===== src/rtl/parking_pkg.sv =====
// Shared definitions for the parking gate actuator: state encoding and default travel/timer constants.
package parking_pkg;

    typedef enum logic [2:0] {
        GATE_CLOSED,
        GATE_OPENING,
        GATE_OPEN,
        GATE_CLOSING,
        GATE_FAULT
    } gate_state_t;

    localparam int TRAVEL_TICKS_DEF = 100;
    localparam int HOLD_CYCLES_DEF  = 5000;
    localparam int STALL_CYCLES_DEF = 200;

    // A timer loaded with N-1 reaches zero after exactly N counting cycles.
    function automatic int timer_load(input int cycles);
        return (cycles > 0) ? cycles - 1 : 0;
    endfunction

endpackage


===== src/rtl/parking_gate_drive_if.sv =====
// Command/status bundle between the parking controller (master) and the gate drive stage (slave).
interface parking_gate_drive_if
    import parking_pkg::*;
#(
    parameter int POS_W = 8
) ();

    // Commands are levels except posTick (one-cycle encoder tick) and faultClr (pulse);
    // every status output is registered in the drive and changes one cycle after its cause.
    logic             doorOpen;
    logic             doorClose;
    logic             posTick;
    logic             obstacle;
    logic             faultClr;
    logic             motorUp;
    logic             motorDown;
    logic             doorMaxOpen;
    logic             doorMaxClose;
    logic [POS_W-1:0] gatePos;
    logic             fault;
    gate_state_t      state;

    modport master (
        output doorOpen, doorClose, posTick, obstacle, faultClr,
        input  motorUp, motorDown, doorMaxOpen, doorMaxClose, gatePos, fault, state
    );

    modport slave (
        input  doorOpen, doorClose, posTick, obstacle, faultClr,
        output motorUp, motorDown, doorMaxOpen, doorMaxClose, gatePos, fault, state
    );

endinterface


===== src/rtl/gate_timer.sv =====
// Loadable down-counter; expired is high while the count sits at zero.
module gate_timer #(
    parameter int W = 16
) (
    input  logic         clk,
    input  logic         rst,
    input  logic         load,
    input  logic [W-1:0] load_val,
    input  logic         en,
    output logic         expired
);

    logic [W-1:0] count;

    always_ff @(posedge clk or posedge rst) begin
        if (rst) begin
            count <= '0;
        end else if (load) begin
            count <= load_val;
        end else if (en && (count != '0)) begin
            count <= count - 1'b1;
        end
    end

    assign expired = (count == '0);

endmodule


===== src/rtl/parking_gate_drive.sv =====
// Gate actuator: motor drive FSM, encoder position tracking, limit pulses, obstacle reversal,
// auto-close hold timer and stall fault.
module parking_gate_drive
    import parking_pkg::*;
#(
    parameter int TRAVEL_TICKS = TRAVEL_TICKS_DEF,
    parameter int POS_W        = 8,
    parameter int HOLD_CYCLES  = HOLD_CYCLES_DEF,
    parameter int STALL_CYCLES = STALL_CYCLES_DEF,
    parameter int TMR_W        = 16
) (
    input  logic                 clk,
    input  logic                 rst,
    parking_gate_drive_if.slave  gate
);

    localparam logic [POS_W-1:0] TOP        = POS_W'(TRAVEL_TICKS);
    localparam logic [TMR_W-1:0] HOLD_LOAD  = TMR_W'(timer_load(HOLD_CYCLES));
    localparam logic [TMR_W-1:0] STALL_LOAD = TMR_W'(timer_load(STALL_CYCLES));
    localparam bit               HOLD_ON    = (HOLD_CYCLES > 0);

    gate_state_t      state, next_state;
    logic [POS_W-1:0] pos, pos_next;
    logic             motor_up, motor_down, max_open, max_close, fault_q;
    logic             hold_load, hold_en, hold_exp;
    logic             stall_load, stall_en, stall_exp, stalled;

    always_ff @(posedge clk or posedge rst) begin
        if (rst) begin
            state <= GATE_CLOSED;
        end else begin
            state <= next_state;
        end
    end

    // Position saturates at both ends; ticks only count while the motor is commanded.
    always_comb begin
        pos_next = pos;
        if (gate.posTick) begin
            if ((state == GATE_OPENING) && (pos < TOP)) begin
                pos_next = pos + 1'b1;
            end else if ((state == GATE_CLOSING) && (pos != '0)) begin
                pos_next = pos - 1'b1;
            end
        end
    end

    assign stalled = stall_exp && !gate.posTick;

    always_comb begin
        next_state = state;
        unique case (state)
            GATE_CLOSED: begin
                if (gate.doorOpen) next_state = GATE_OPENING;
            end
            GATE_OPENING: begin
                if (stalled)               next_state = GATE_FAULT;
                else if (pos_next == TOP)  next_state = GATE_OPEN;
            end
            GATE_OPEN: begin
                if (!gate.doorOpen && !gate.obstacle && (gate.doorClose || (HOLD_ON && hold_exp)))
                    next_state = GATE_CLOSING;
            end
            GATE_CLOSING: begin
                if (stalled)                              next_state = GATE_FAULT;
                else if (gate.obstacle || gate.doorOpen)  next_state = GATE_OPENING;
                else if (pos_next == '0)                  next_state = GATE_CLOSED;
            end
            GATE_FAULT: begin
                if (gate.faultClr) next_state = GATE_OPENING;
            end
            default: next_state = GATE_CLOSED;
        endcase
    end

    assign stall_load = gate.posTick || (next_state != state);
    assign stall_en   = (state == GATE_OPENING) || (state == GATE_CLOSING);
    assign hold_load  = ((next_state == GATE_OPEN) && (state != GATE_OPEN)) ||
                        ((state == GATE_OPEN) && gate.doorOpen);
    assign hold_en    = (state == GATE_OPEN);

    gate_timer #(.W(TMR_W)) u_hold (
        .clk      (clk),
        .rst      (rst),
        .load     (hold_load),
        .load_val (HOLD_LOAD),
        .en       (hold_en),
        .expired  (hold_exp)
    );

    gate_timer #(.W(TMR_W)) u_stall (
        .clk      (clk),
        .rst      (rst),
        .load     (stall_load),
        .load_val (STALL_LOAD),
        .en       (stall_en),
        .expired  (stall_exp)
    );

    // A reversal out of CLOSING holds motorUp low for its first OPENING cycle (dead time).
    always_ff @(posedge clk or posedge rst) begin
        if (rst) begin
            pos        <= '0;
            motor_up   <= 1'b0;
            motor_down <= 1'b0;
            max_open   <= 1'b0;
            max_close  <= 1'b0;
            fault_q    <= 1'b0;
        end else begin
            pos        <= pos_next;
            motor_up   <= (next_state == GATE_OPENING) && (state != GATE_CLOSING);
            motor_down <= (next_state == GATE_CLOSING);
            max_open   <= (state == GATE_OPENING) && (next_state == GATE_OPEN);
            max_close  <= (state == GATE_CLOSING) && (next_state == GATE_CLOSED);
            fault_q    <= (next_state == GATE_FAULT);
        end
    end

    assign gate.motorUp      = motor_up;
    assign gate.motorDown    = motor_down;
    assign gate.doorMaxOpen  = max_open;
    assign gate.doorMaxClose = max_close;
    assign gate.gatePos      = pos;
    assign gate.fault        = fault_q;
    assign gate.state        = state;

endmodule


===== src/flat_wrapper.sv =====
// flat-port wrapper written by rule: the top's interface ports become plain ports
module parking_gate_drive_flat import parking_pkg::*;
#(
    parameter int TRAVEL_TICKS = TRAVEL_TICKS_DEF,
    parameter int POS_W        = 8,
    parameter int HOLD_CYCLES  = HOLD_CYCLES_DEF,
    parameter int STALL_CYCLES = STALL_CYCLES_DEF,
    parameter int TMR_W        = 16
)
  (clk, rst, gate_doorOpen, gate_doorClose, gate_posTick, gate_obstacle, gate_faultClr, gate_motorUp, gate_motorDown, gate_doorMaxOpen, gate_doorMaxClose, gate_gatePos, gate_fault, gate_state);
  parking_gate_drive_if #(.POS_W(POS_W)) gate_i ();
  input  logic clk;
  input  logic rst;
  input wire logic [$bits(gate_i.doorOpen)-1:0] gate_doorOpen;
  input wire logic [$bits(gate_i.doorClose)-1:0] gate_doorClose;
  input wire logic [$bits(gate_i.posTick)-1:0] gate_posTick;
  input wire logic [$bits(gate_i.obstacle)-1:0] gate_obstacle;
  input wire logic [$bits(gate_i.faultClr)-1:0] gate_faultClr;
  output wire logic [$bits(gate_i.motorUp)-1:0] gate_motorUp;
  output wire logic [$bits(gate_i.motorDown)-1:0] gate_motorDown;
  output wire logic [$bits(gate_i.doorMaxOpen)-1:0] gate_doorMaxOpen;
  output wire logic [$bits(gate_i.doorMaxClose)-1:0] gate_doorMaxClose;
  output wire logic [$bits(gate_i.gatePos)-1:0] gate_gatePos;
  output wire logic [$bits(gate_i.fault)-1:0] gate_fault;
  output wire logic [$bits(gate_i.state)-1:0] gate_state;
  assign gate_i.doorOpen = gate_doorOpen;
  assign gate_i.doorClose = gate_doorClose;
  assign gate_i.posTick = gate_posTick;
  assign gate_i.obstacle = gate_obstacle;
  assign gate_i.faultClr = gate_faultClr;
  assign gate_motorUp = gate_i.motorUp;
  assign gate_motorDown = gate_i.motorDown;
  assign gate_doorMaxOpen = gate_i.doorMaxOpen;
  assign gate_doorMaxClose = gate_i.doorMaxClose;
  assign gate_gatePos = gate_i.gatePos;
  assign gate_fault = gate_i.fault;
  assign gate_state = gate_i.state;
  parking_gate_drive #(.TRAVEL_TICKS(TRAVEL_TICKS), .POS_W(POS_W), .HOLD_CYCLES(HOLD_CYCLES), .STALL_CYCLES(STALL_CYCLES), .TMR_W(TMR_W)) u_core (.clk(clk), .rst(rst), .gate(gate_i));
endmodule

===== config.mk =====
export PLATFORM = sky130hd
export DESIGN_NAME = parking_gate_drive_flat
export DESIGN_NICKNAME = d
export VERILOG_FILES = /design/src/rtl/parking_pkg.sv /design/src/rtl/parking_gate_drive_if.sv /design/src/rtl/gate_timer.sv /design/src/rtl/parking_gate_drive.sv /design/src/flat_wrapper.sv
export SDC_FILE = /design/constraint.sdc
export NUM_CORES = 1
export LEC_CHECK = 0
export CAP_MARGIN = 20
export CELL_PAD_IN_SITES_DETAIL_PLACEMENT = 1
export CELL_PAD_IN_SITES_GLOBAL_PLACEMENT = 2
export CORE_ASPECT_RATIO = 0.8
export CORE_MARGIN = 1.5
export CORE_UTILIZATION = 33
export CTS_CLUSTER_SIZE = 20
export DETAILED_ROUTE_END_ITERATION = 10
export PLACE_DENSITY = 0.79
export SLEW_MARGIN = 10
export SYNTH_ARGS = -nofsm -noshare
export SYNTH_HDL_FRONTEND = slang
export SYNTH_HIERARCHICAL = 1
export SYNTH_SLANG_ARGS = --single-unit
export TNS_END_PERCENT = 20

===== constraint.sdc =====
create_clock -name clk -period 3.5 [get_ports clk]
set_input_delay 0.7 -clock clk [delete_from_list [all_inputs] [get_ports clk]]
set_output_delay 0.7 -clock clk [all_outputs]
set_load 0.01 [all_outputs]

# ---- Word level (Yosys, flattened, before mapping)
# Index checks and enable logic that the tools add are counted.
dict set report op_classes {
  add_sub_neg 4
  n_lt_le_gt_ge 1
  n_eq_ne 12
  n_mux 16
  reduce_logical 30
}
# cell n
set ops {}
lappend ops {{16-bit two-way mux} 4}
lappend ops {{16-bit zero test} 2}
lappend ops {{16-bit nonzero test} 2}
lappend ops {{16-bit by 1-bit subtractor with 16-bit output (second input constant)} 2}
lappend ops {{3-bit two-way mux} 8}
lappend ops {{8-bit two-way mux} 3}
lappend ops {{3-bit case mux with 5 select lines} 1}
lappend ops {{3-bit by 2-bit equality test with 1-bit output (second input constant)} 4}
lappend ops {{1-bit logical AND} 12}
lappend ops {{8-bit by 1-bit adder with 8-bit output (second input constant)} 1}
lappend ops {{8-bit by 7-bit equality test with 1-bit output (second input constant)} 1}
lappend ops {{8-bit zero test} 1}
lappend ops {{8-bit by 7-bit < comparator with 1-bit output (second input constant)} 1}
lappend ops {{8-bit nonzero test} 1}
lappend ops {{8-bit by 1-bit subtractor with 8-bit output (second input constant)} 1}
lappend ops {{3-bit by 1-bit equality test with 1-bit output (second input constant)} 2}
lappend ops {{3-bit equality test (second input constant)} 2}
lappend ops {{3-bit zero test} 2}
lappend ops {{3-bit by 2-bit != test with 1-bit output (second input constant)} 2}
lappend ops {{1-bit logical OR} 5}
lappend ops {{2-bit nonzero test} 2}
lappend ops {{1-bit zero test} 3}
lappend ops {{3-bit != test} 1}
dict set report totals {
  reg_bits 48
  inputBits 7
  elab_cells 72
}

# ---- Longest topological paths before layout
# Gate-level depths: netlist (run 1).
dict set report logic_depth {
  word_depth 14
  ltp_mapped 14
}

# ---- Modules after synthesis
# Netlist (run 1), hierarchy kept.
# module n_inst cells_per_inst area_each_um2 seq_area_each_um2
set modules_own_cells {}
lappend modules_own_cells {gate_timer 2 122 1034.7 400.4}
lappend modules_own_cells {parking_gate_drive 1 133 1199.9 400.4}

# ---- Worst setup path after synthesis (run 1)
# OpenSTA, ideal clock, no wires.
dict set report synth_timing {
  path_kind {register to register}
  startpoint {register u_core.pos[0], in the netlist u_core/gate.gatePos[0]}
  endpoint {register u_core.u_hold.count[0]}
  setup_ns 0.135
  t_arrival_ns 3.246
  required_time_ns 3.365
  slack_ns 0.119
  path_stages_with_launch 13
  path_buffers 2
  synth_period_minus_slack_ns 3.381
  path_cell_list {dfrtp_1 inv_1 ha_1 or4b_1 o21ai_1 a22oi_1 xnor2_1 or4_1 or3_4 nand2_1 clkbuf_1 clkbuf_1 o21ai_0}
}
dict set report synth_via {
  elab_chain_len 14
  word_cells_on_any_way 22
  classes_between {add/sub: 2; order compare: 1; eq/ne: 2; mux: 10; reduce/logical: 7}
}
# element line
set synth_lines {}
lappend synth_lines {{from (decl)} parking_gate_drive.sv:23} ;# logic [POS_W-1:0] pos, pos_next;
lappend synth_lines {{from (signal assigned)} parking_gate_drive.sv:110} ;# pos <= pos_next;
lappend synth_lines {{parallel branches: the longest is 4 deep, another holds 8-bit by 1-bit subtractor with 8-bit output} n/a}
lappend synth_lines {{8-bit two-way mux *} parking_gate_drive.sv:39} ;# if (gate.posTick) begin
lappend synth_lines {{8-bit zero test} parking_gate_drive.sv:67} ;# else if (pos_next == '0) next_state = GATE_CLOSED;
lappend synth_lines {{3-bit two-way mux} parking_gate_drive.sv:67}
lappend synth_lines {{3-bit two-way mux} parking_gate_drive.sv:66} ;# else if (gate.obstacle || gate.doorOpen) next_state = GATE_OPENING;
lappend synth_lines {{3-bit two-way mux} parking_gate_drive.sv:65} ;# if (stalled) next_state = GATE_FAULT;
lappend synth_lines {{3-bit case mux with 5 select lines *} parking_gate_drive.sv:52} ;# unique case (state)
lappend synth_lines {{3-bit by 2-bit equality test with 1-bit output *} parking_gate_drive.sv:78} ;# assign hold_load = ((next_state == GATE_OPEN) && (state != GATE_OPEN)) ||
lappend synth_lines {{1-bit logical AND *} parking_gate_drive.sv:78}
lappend synth_lines {{1-bit logical OR *} parking_gate_drive.sv:78}
lappend synth_lines {{net u_core.hold_load} parking_gate_drive.sv:25} ;# logic hold_load, hold_en, hold_exp;
lappend synth_lines {{16-bit two-way mux or 2-bit nonzero test (tied branches)} n/a}
lappend synth_lines {{to (signal assigned)} gate_timer.sv:19} ;# count <= load_val;
lappend synth_lines {{to (signal assigned)} gate_timer.sv:21} ;# count <= count - 1'b1;
lappend synth_lines {{to (decl)} gate_timer.sv:13} ;# logic [W-1:0] count;
# Mark *: on every way through the listed nets, which the timed path passes.
# A chain may end at the register's enable or synchronous reset.

# ---- Final worst setup path (run 1)
dict set report layout_timing {
  startpoint {input gate_posTick}
  endpoint {register u_core.u_hold.count[13]}
}
dict set report layout_via {
  elab_chain_len 10
  word_cells_on_any_way 16
  classes_between {eq/ne: 2; mux: 8; reduce/logical: 6}
}
# element line
set layout_lines {}
lappend layout_lines {{from (decl)} flat_wrapper.sv:16} ;# input wire logic [$bits(gate_i.posTick)-1:0] gate_posTick;
lappend layout_lines {{8-bit two-way mux *} parking_gate_drive.sv:39}
lappend layout_lines {{net u_core.pos_next[4]} parking_gate_drive.sv:23}
lappend layout_lines {{8-bit zero test} parking_gate_drive.sv:67}
lappend layout_lines {{3-bit two-way mux} parking_gate_drive.sv:67}
lappend layout_lines {{3-bit two-way mux} parking_gate_drive.sv:66}
lappend layout_lines {{3-bit two-way mux} parking_gate_drive.sv:65}
lappend layout_lines {{3-bit case mux with 5 select lines *} parking_gate_drive.sv:52}
lappend layout_lines {{3-bit by 2-bit equality test with 1-bit output *} parking_gate_drive.sv:78}
lappend layout_lines {{1-bit logical AND *} parking_gate_drive.sv:78}
lappend layout_lines {{1-bit logical OR *} parking_gate_drive.sv:78}
lappend layout_lines {{net u_core.hold_load} parking_gate_drive.sv:25}
lappend layout_lines {{16-bit two-way mux or 2-bit nonzero test (tied branches)} n/a}
# The timed path passes the listed nets; every way through them passes the cells marked *.

==> metrics.csv, run 1 <==
metric,value,unit
status,completed,
critical path startpoint category,input port,
Mapped Area,3270,um2
"EDFF count, synth",0,
asr flop ratio synth,100,%
achievable clock frequency,298,MHz
CP max stage delay,0.48,ns
Rel. slew slack,52.5,%
min-delay src,u_core/u_hold/count[11],
TritonRoute pass-1 iters,4,
CTS Sinks,48,
Synth cell types,62,
FF-to-FF End,u_core/u_hold/count[13],
Synthesis Warnings,6,
Reg2Reg Depth,13,
number of synthesized register bits,48,
pin count of the biggest net entering global routing,17,
"CTS clk-pin slew, worst paths",0.07,ns
Storage cell area,1200,um2
I/O Buffers,22,
Hold Fails Final Rpt,0,
R2R setup slack,0.18,ns
Period minus WS final,3.35,ns
die width,114,um
top-count cell post-synth,dfrtp_1,
area delta synth->final,28.8,%
"Data required, critical path",3.68,ns
footprint of the multi-input gates,2040,um2
M1 wire length,5090,um
IO Pins,23,
worst path arrival time,3.53,ns
# fillers,1165,
Routed met3 length,327,um
Initial Util,33.9,%
crit end category,register,
Max Slew Vio Count,0,
Longest Clk Path Bufs,2,
CTS tree,built,
r2r startpoint,u_core/gate.gatePos[0],
GP Congestion,0.897,
Hold Path End,u_core/u_hold/count[11],
initial antenna violation count,0,
slowest CP cell,clkdlybuf4s50_1,
sequential area share after synthesis,36.7,%
"Cell Count, Final, Fillers Out",598,
Buf/Inv on CP,3,
root buffer cell,clkbuf_16,
PD cells,606,nW/um2
final setup violation count,0,
remaining antenna violation count,0,
antenna diode count,0,
clk_lat worst skew,0.29,ns
VDD IR max,170,uV
Nets,472,
Routed WL,9820,um
hpwl dp,7570,um
critical path's top delay family,compound AO/OA/AOI/OAI gates,
synth top area cells,"dfrtp_1, nor2_1, nand2_1",
Placed Instance Area,4000,um2
Vias,3202,
crit path max fanout,4,
post-synth top area share,36.7,%
Fin Clk Skew,0.00653,ns
GRT Overall Usage,20.1,%
Via density,5.35,
row count,32,
CTS H-tree depth,2,
Mapped Cells,377,
min-delay worst type,register to register,
first-pass GRT wire length,16700,um
Congestion Overflow GR,0,
Synth Flop Type,dfrtp_1,
max_cap viols,0,
Mean Syn Cell Area,8.67,um2
DR WL/cell,16.4,um
Die Y,92.0,um
vias in the first global route,3281,
DRC errors left,0,
routed wl met2,4300,um
Lkg Pwr,1.72,nW
Tcrit/Tclk final,95.7,%
RSZ-0062 raised after global routing,yes,
Worst Tran Pin Value,0.712,ns
share of layout cells above drive strength 1,16.2,%
die area,10500,um2
CP Class,input port to register,
most frequent cells after synthesis,"dfrtp_1, nor2_1, nand2_1",
crit-path cells,clkdlybuf4s50_1 -> and4b_1 -> o211ai_1 -> buf_4 -> a22oi_1 -> xor2_1 -> a311o_1 -> or3_4 -> nand2_1 -> inv_1 -> nand2_1 -> a21oi_1 -> a311o_1,
final design area excluding fillers,4210,um2
top routing layer in use,met4,
core area,9650,um2
largest area contributor in the netlist,dfrtp_1,
placed insts,588,
Num CTS Buffers,5,
DRT iter0 DRCs,132,
setup TNS,0,ns
WHS Path Cells,2,
through the flow:
stage / hold slack, ns / util (%) / worst slack, ns / power, W
global placement: 0.561 / 41.5 / -0.0754 / 0.00191
global route: 0.618 / 43.6 / -0.0228 / 0.00275
CTS: 0.590 / 43.2 / 0.0484 / 0.00253
finish: 0.587 / 43.6 / 0.150 / 0.00255
detailed placement: 0.578 / 41.5 / -0.231 / 0.00196
floorplan: 0.535 / - / 0.119 / 0.00151
report_power, final:
| group | internal (W) | switching, W | leakage (nW) | total, W |
|---|---|---|---|---|
| clock network | 0.000337 | 0.000213 | 0.0808 | 0.000550 |
| registers | 0.000706 | 0.000229 | 0.554 | 0.000935 |
| logic | 0.000514 | 0.000555 | 1.09 | 0.00107 |
how the worst max path moves through the flow:
stage                                 startpoint                       end  slack, ns  depth (start not counted)
final                               gate_posTick   u_core/u_hold/count[13]       0.15                         13
after global placement              gate_posTick   u_core/u_hold/count[13]      -0.08                         12
after detailed placement            gate_posTick   u_core/u_hold/count[13]      -0.23                         12
after CTS                 u_core/u_hold/count[0]  u_core/u_stall/count[13]       0.05                         13
after global routing                gate_posTick   u_core/u_hold/count[13]      -0.02                         12
after floorplan           u_core/gate.gatePos[0]    u_core/u_hold/count[0]       0.12                         12
cells by family (layout without fill, tap and decap cells):
| family | after synthesis | in the layout | synth area share, % |
|---|---|---|---|
| multiplexers | 4 | 4 | 1.22 |
| other | 2 | 32 | 0.230 |
| adder cells (fa/ha/maj) | 4 | 4 | 1.53 |
| AND/OR/NAND/NOR | 172 | 172 | 30.6 |
| buffers and inverters | 41 | 96 | 5.20 |
| flip-flops | 48 | 48 | 36.7 |
| XOR/XNOR | 14 | 14 | 3.75 |
| AO/OA/AOI/OAI | 92 | 92 | 20.7 |
metal layers:
layer	GRT usage [%]	up-vias
met5	0	-
met4	5.31	0
met3	3.70	8
met2	30.6	47
met1	29.2	1584
li1	-	1563
registers in the layout (all words and copies together) (netlist names):
register / flops
u_core/gate.state: 3
u_core/u_hold/count: 16
u_core/gate.gatePos: 8
u_core/u_stall/count: 16
u_core/gate.fault: 1
u_core/gate.doorMaxOpen: 1
u_core/gate.motorDown: 1
u_core/gate.doorMaxClose: 1
u_core/gate.motorUp: 1
cells in the final DEF, fill, tap and decap left out, types with 3 or more instances in the layout:
master	count
dfrtp_1	48
buf_4	39
nor2_1	36
nand2_1	32
conb_1	32
clkdlybuf4s50_1	22
inv_1	22
o21ai_0	16
nand4_1	15
or4_1	14
a21oi_1	13
a31oi_1	12
nand3_1	11
nor3_1	11
xnor2_1	8
and2_1	8
or3_1	7
xor2_1	6
clkbuf_16	5
o211ai_1	5
a311o_1	5
a211o_1	4
mux2i_1	4
ha_1	4
or4_4	4
nor4_1	4
o31ai_1	4
a2bb2oi_1	4
or4b_1	3
a22oi_1	3
or4b_2	3
nand2b_1	3
inv_2	3
area by class of cell:
class	count	area share, %
clock buffers	6	3.06
multi-input cells	318	48.4
clock inverters	2	0.832
well taps	136	4.04
flip-flops and latches	48	28.5
inverters	25	2.23
repair buffers	63	12.9
repair_timing:
| item | CTS | global route |
|---|---|---|
| endpoints found under the setup margin | 0 | 27 |
| setup buffers | 0 | 2 |
| resized for setup | 0 | 8 |
| hold buffers | 0 | 0 |
| hold endpoints to repair | 0 | 0 |
worst reg2reg max path, stage by stage (launching register included):
cell and delay [ns]:
dfrtp_1 0.38, inv_1 0.13, ha_1 0.19, or4b_1 0.48, o21ai_2 0.21, a22oi_1 0.14, xnor2_1 0.16, or4_1 0.50
or3_4 0.39, nand2_1 0.09, inv_1 0.08, nand2_1 0.08, a21oi_1 0.04, a311o_1 0.34
Note: power is estimated with default switching activity, not from simulation.
==> inputs of run 2 (changes only) <==
Settings changed: GPL_ROUTABILITY_DRIVEN set to 0.
==> results of run 2 <==
Same layout as run 1: the final DEF is identical, and so are final timing and power.
